**src/rtl/bus_timer_resp.sv**
```systemverilog
// Memory-mapped prescaled 32-bit timer with compare match, overflow flags and irq.
// Bus responder: combinational decode/read, single-cycle full-word writes.
module bus_timer_resp #(
   parameter logic [31:0] BASE_ADDR = 32'h0000_1000,
   parameter int unsigned PSC_W     = 16
) (
   input  logic        clk,
   input  logic        reset,
   input  logic        busWe,
   input  logic [31:0] busAddr,
   input  logic [31:0] busWData,
   output logic [31:0] busRData,
   output logic        hit,
   output logic        irq
);

   localparam logic [2:0] OFF_CTRL   = 3'd0;
   localparam logic [2:0] OFF_PRESC  = 3'd1;
   localparam logic [2:0] OFF_CMP    = 3'd2;
   localparam logic [2:0] OFF_CNT    = 3'd3;
   localparam logic [2:0] OFF_STATUS = 3'd4;

   logic [2:0]       ctrl_q,  ctrl_d;
   logic [PSC_W-1:0] presc_q, presc_d;
   logic [31:0]      cmp_q,   cmp_d;
   logic [31:0]      cnt_q,   cnt_d;
   logic             match_q, match_d;
   logic             ovf_q,   ovf_d;
   logic [PSC_W-1:0] psc_q,   psc_d;
   logic             irq_q,   irq_d;

   logic [2:0] off;
   logic       wr;
   logic       wr_ctrl, wr_presc, wr_cmp, wr_cnt, wr_status;
   logic       en, tick, cnt_eq_cmp, cnt_max;
   logic       set_match, set_ovf;
   logic       clr_match, clr_ovf;
   logic       unused_addr;

   assign unused_addr = ^busAddr[1:0];

   assign hit = (busAddr[31:5] == BASE_ADDR[31:5]);
   assign off = busAddr[4:2];
   assign wr  = busWe & hit;

   assign wr_ctrl   = wr & (off == OFF_CTRL);
   assign wr_presc  = wr & (off == OFF_PRESC);
   assign wr_cmp    = wr & (off == OFF_CMP);
   assign wr_cnt    = wr & (off == OFF_CNT);
   assign wr_status = wr & (off == OFF_STATUS);

   assign en         = ctrl_q[0];
   assign tick       = en & (psc_q == presc_q);
   assign cnt_eq_cmp = (cnt_q == cmp_q);
   assign cnt_max    = (cnt_q == 32'hFFFF_FFFF);

   assign set_match = tick & cnt_eq_cmp;
   assign set_ovf   = tick & ~cnt_eq_cmp & cnt_max;
   assign clr_match = wr_status & busWData[0];
   assign clr_ovf   = wr_status & busWData[1];

   always_comb begin
      ctrl_d  = ctrl_q;
      presc_d = presc_q;
      cmp_d   = cmp_q;
      psc_d   = psc_q;
      cnt_d   = cnt_q;

      if (wr_ctrl)  ctrl_d  = busWData[2:0];
      if (wr_presc) presc_d = busWData[PSC_W-1:0];
      if (wr_cmp)   cmp_d   = busWData;

      // psc restarts on a PRESC write so the new divider takes effect cleanly
      if (wr_presc || !en || tick) psc_d = '0;
      else                         psc_d = psc_q + PSC_W'(1);

      if (tick) begin
         if (cnt_eq_cmp)   cnt_d = ctrl_q[1] ? 32'd0 : cnt_q + 32'd1;
         else if (cnt_max) cnt_d = 32'd0;
         else              cnt_d = cnt_q + 32'd1;
      end
      if (wr_cnt) cnt_d = busWData;

      // hardware set beats a same-edge write-1-to-clear
      match_d = set_match | (match_q & ~clr_match);
      ovf_d   = set_ovf   | (ovf_q   & ~clr_ovf);

      irq_d = ctrl_q[2] & (match_q | ovf_q);
   end

   always_ff @(posedge clk or negedge reset) begin
      if (!reset) begin
         ctrl_q  <= '0;
         presc_q <= '0;
         cmp_q   <= '0;
         cnt_q   <= '0;
         match_q <= 1'b0;
         ovf_q   <= 1'b0;
         psc_q   <= '0;
         irq_q   <= 1'b0;
      end else begin
         ctrl_q  <= ctrl_d;
         presc_q <= presc_d;
         cmp_q   <= cmp_d;
         cnt_q   <= cnt_d;
         match_q <= match_d;
         ovf_q   <= ovf_d;
         psc_q   <= psc_d;
         irq_q   <= irq_d;
      end
   end

   assign irq = irq_q;

   always_comb begin
      busRData = 32'd0;
      if (hit) begin
         case (off)
            OFF_CTRL:   busRData = {29'd0, ctrl_q};
            OFF_PRESC:  busRData = 32'(presc_q);
            OFF_CMP:    busRData = cmp_q;
            OFF_CNT:    busRData = cnt_q;
            OFF_STATUS: busRData = {30'd0, ovf_q, match_q};
            default:    busRData = 32'd0;
         endcase
      end
   end

endmodule

```
**config.mk**
```make
export PLATFORM = sky130hd
export DESIGN_NAME = bus_timer_resp
export DESIGN_NICKNAME = d
export VERILOG_FILES = /design/src/rtl/bus_timer_resp.sv
export SDC_FILE = /design/constraint.sdc
export NUM_CORES = 1
export LEC_CHECK = 0
export CORE_MARGIN = 1.5
export CORE_UTILIZATION = 30
export CTS_CLUSTER_SIZE = 24
export DETAILED_ROUTE_END_ITERATION = 8
export DONT_BUFFER_PORTS = 1
export GPL_ROUTABILITY_DRIVEN = 0
export PLACE_DENSITY_LB_ADDON = 0.05
export SLEW_MARGIN = 30
export SYNTH_ARGS = -nofsm -noshare
export SYNTH_HDL_FRONTEND = slang
export SYNTH_SLANG_ARGS = --single-unit
export TNS_END_PERCENT = 50
```
**constraint.sdc**
```tcl
create_clock -name clk -period 3.4 [get_ports clk]
set_input_delay 0.51 -clock clk [delete_from_list [all_inputs] [get_ports clk]]
set_output_delay 0.51 -clock clk [all_outputs]
set_load 0.1 [all_outputs]
```
==> results_dict.tcl <==
set metrics [dict create \
    postLayoutCellArea_um2 7716 \
    clockRootBuffer "clkbuf_16" \
    drcViolationCount 0 \
    first_global_vias 5466 \
    maxSlewHeadroom 0.4099 \
    crit_buf_inv 0 \
    setup-tns-final_ps 0 \
    grt-ovfl-total 0 \
    cp_cell_sequence "xor2_1 -> or4b_4 -> nor4_4 -> nor3b_2 -> nand3_1 -> o311ai_1" \
    async_reset_ff_frac 1.000 \
    cp_slowest_cell "nor3b_2" \
    worst_pin_slew_ps 885.7 \
    core_um2 20960 \
    fillers 2180 \
    drive_gt1_frac 0.2687 \
    diodes 0 \
    min_period_ps 2976 \
    p_leak_nw 3.063 \
    start_util 0.3056 \
    startpoint "psc_q[0]" \
    cts_tree "done" \
    drv_slew 0 \
    track_usage 0.1959 \
    viasPerCell 5.507 \
    numCtsBuffers 9 \
    fin_cells 982 \
    pre_cts_ws_ps 427.5 \
    cts.reportedPaths.clkPinSlew_ps 70 \
    path_class "register to register" \
    area_delta_synth_final_pct 20.50 \
    post_dp_cell_area_um2 7387 \
    grt_max_degree 103 \
    avgRoutedWirePerCell_um 21.35 \
    synthFlopType "dfrtp_1" \
    netlist_area_um2 6404 \
    cts_setup_buffers 0 \
    vias 5408 \
    nNetsFinal 771 \
    synthDistinctLibCells 56 \
    skew_ps 7.461 \
    startpoint_type "register" \
    outcome "complete, no violations" \
    hold_path.class "primary input to async pin" \
    place_hpwl_um 15450 \
    drt_wl_total_um 20970 \
    cts_resized 0 \
    drt_iter0_markers 286 \
    ys_seq_area_frac 0.3986 \
    ys_warn_count 0 \
    peakVddDrop_mv 0.2050 \
    grt_antenna_before_repair 0 \
    fmax_ghz 0.3360 \
    synth_edf_count 0 \
    io_buffer_count 0 \
    antenna_left 0 \
    regToRegStartpoint "psc_q[0]" \
    critPathTopFamily "simple AND/OR/NAND/NOR gates" \
    powerDensity_nw_per_um2 307.3 \
    avgSynthCellArea_um2 9.403 \
    first_pass_iters 5 \
    ys_seq_elements 102 \
    worst_slack_ps 423.7 \
    grt_pass1_wl_um 32950 \
    whs_ps 78.72 \
    rsz0062_at_grt "false" \
    hold_viol 0 \
    setup_violations 0 \
    worstPathMaxFanout 6 \
    clock_latency_ps 360 \
    syn_inst 681 \
    fp.dieArea_um2 22230 \
    pin_count 101 \
    critPathCaptureType "register" \
    fp.dieH_um 149.1 \
    core.rowCount 53 \
    die_w_um 149.1 \
    clock_sinks 102 \
    drv_cap 0 \
    synth_nets 750 \
    min_period_over_period 0.8754 \
    worst_ep_arrival_time_ps 3220 \
    cpPeakStageDelay_ps 570 \
    clock_path_buffers 2 \
    dp.cells 965 \
    critPathRequiredTime_ps 3650 \
    cts_max_level 3 \
]
==> cells in the final DEF, fill, tap and decap left out, types with 14 or more instances in the layout <==
master,Yosys,layout
nand2_1,36,36
xnor2_1,47,47
xor2_1,17,17
nand3_1,32,32
buf_12,0,18
nand4_1,33,33
nor2_1,75,43
nor2_2,1,22
inv_1,24,24
and2_1,14,14
mux2_2,65,65
a22oi_1,43,43
buf_4,1,38
dfrtp_1,102,102
==> kinds of logic (layout without fill, tap and decap cells) <==
group,count (synthesis),after routing,share of synthesized area
flops,102,102,0.3986
buf+inv,72,98,0.04572
mux,67,67,0.1196
simple gates,249,249,0.2030
fa+ha+maj,2,2,0.003907
compound gates,125,125,0.1417
xor+xnor,64,64,0.08753
==> final cells by class <==
class | instances | area, um^2 | share of cell area
multi-input cells | 507 | 3727 | 0.4831
inverters | 24 | 90.09 | 0.01168
clock inverters | 4 | 45.04 | 0.005838
clock buffers | 12 | 256.5 | 0.03324
flip-flops and latches | 102 | 2552 | 0.3308
repair buffers | 58 | 700.7 | 0.09081
well taps | 275 | 344.1 | 0.04459
==> synthesized netlist by cell type (all sizes together), types with 2 or more instances <==
cell type  instances  area share
dfrtp            102        0.40
nor2              76       0.045
mux2              66        0.12
xnor2             47       0.064
a22oi             43       0.050
nand2             36       0.021
nand3             33       0.027
nand4             33       0.032
clkbuf            30       0.018
inv               24       0.014
buf               18       0.014
o21ai             18       0.014
xor2              17       0.023
and2              14       0.014
nor4              12       0.014
a31oi             11       0.011
a32oi             11       0.015
a41oi              9       0.012
or3                9      0.0088
nor3               8      0.0078
a21oi              7      0.0055
and3               6      0.0059
and4               6      0.0082
o211ai             6      0.0070
a211oi             4      0.0047
o311ai             4      0.0055
or2                4      0.0039
nor2b              3      0.0029
o21a               3      0.0035
ha                 2      0.0039
nor3b              2      0.0031
o22a               2      0.0027
o2bb2ai            2      0.0027
==> worst register-to-register path, delay by kind of cell, from the launching register on <==
family           cells  cell delay (ps)
AO/OA/AOI/OAI        1              350
AND/OR/NAND/NOR      4             1850
XOR/XNOR             1              210
flip-flops           1              450
==> power by group <==
part           switching, mW  total, mW  internal (mW)  leakage (nW)
Sequential          0.000181       1.21           1.21          1.32
Combinational         0.0458     0.0685         0.0227          1.59
Clock                  0.481       1.09          0.609         0.152
==> layer usage <==
| layer | global-route usage | vias to the layer above | part of all wire |
|---|---|---|---|
| met4 | 0.05347 | 0 | 0.017 |
| met3 | 0.03578 | 18 | 0.043 |
| met1 | 0.2616 | 2725 | 0.46 |
| li1 | - | 2532 | - |
| met2 | 0.3243 | 133 | 0.48 |
| met5 | 0 | - | 0 |
==> repair_timing <==
action,in CTS,in global routing
hold buffers,1,0
hold endpoints to repair,102,0
endpoints found under the setup margin,0,0
==> final timing paths <==
| check | endpoint | cells after the start | slack, ps |
|---|---|---|---|
| worst max-delay path | cnt_q[20] | 6 | 420 |
| min in group clk | cnt_q[15] | 2 | 270 |
| worst max register to register | cnt_q[20] | 6 | 420 |
| max in group asynchronous | cnt_q[8] | 1 | 2860 |
| worst min-delay path | cmp_q[26] | 1 | 80 |
| worst min register to register | ovf_q | 1 | 540 |
==> sequential cells by signal, indices dropped and copies added (netlist names) <==
signal   cells
irq          1
cnt_q       32
match_q      1
ctrl_q       3
cmp_q       32
presc_q     16
ovf_q        1
psc_q       16
==> per-stage QoR <==
step	power, mW	utilization
final	2.371	0.3682
after global placement	1.277	0.3512
after detailed placement	1.278	0.3525
after global routing	2.467	0.3682
after floorplan	1.274	-
after CTS	2.412	0.3682
Power figures use the tool's default switching activity.
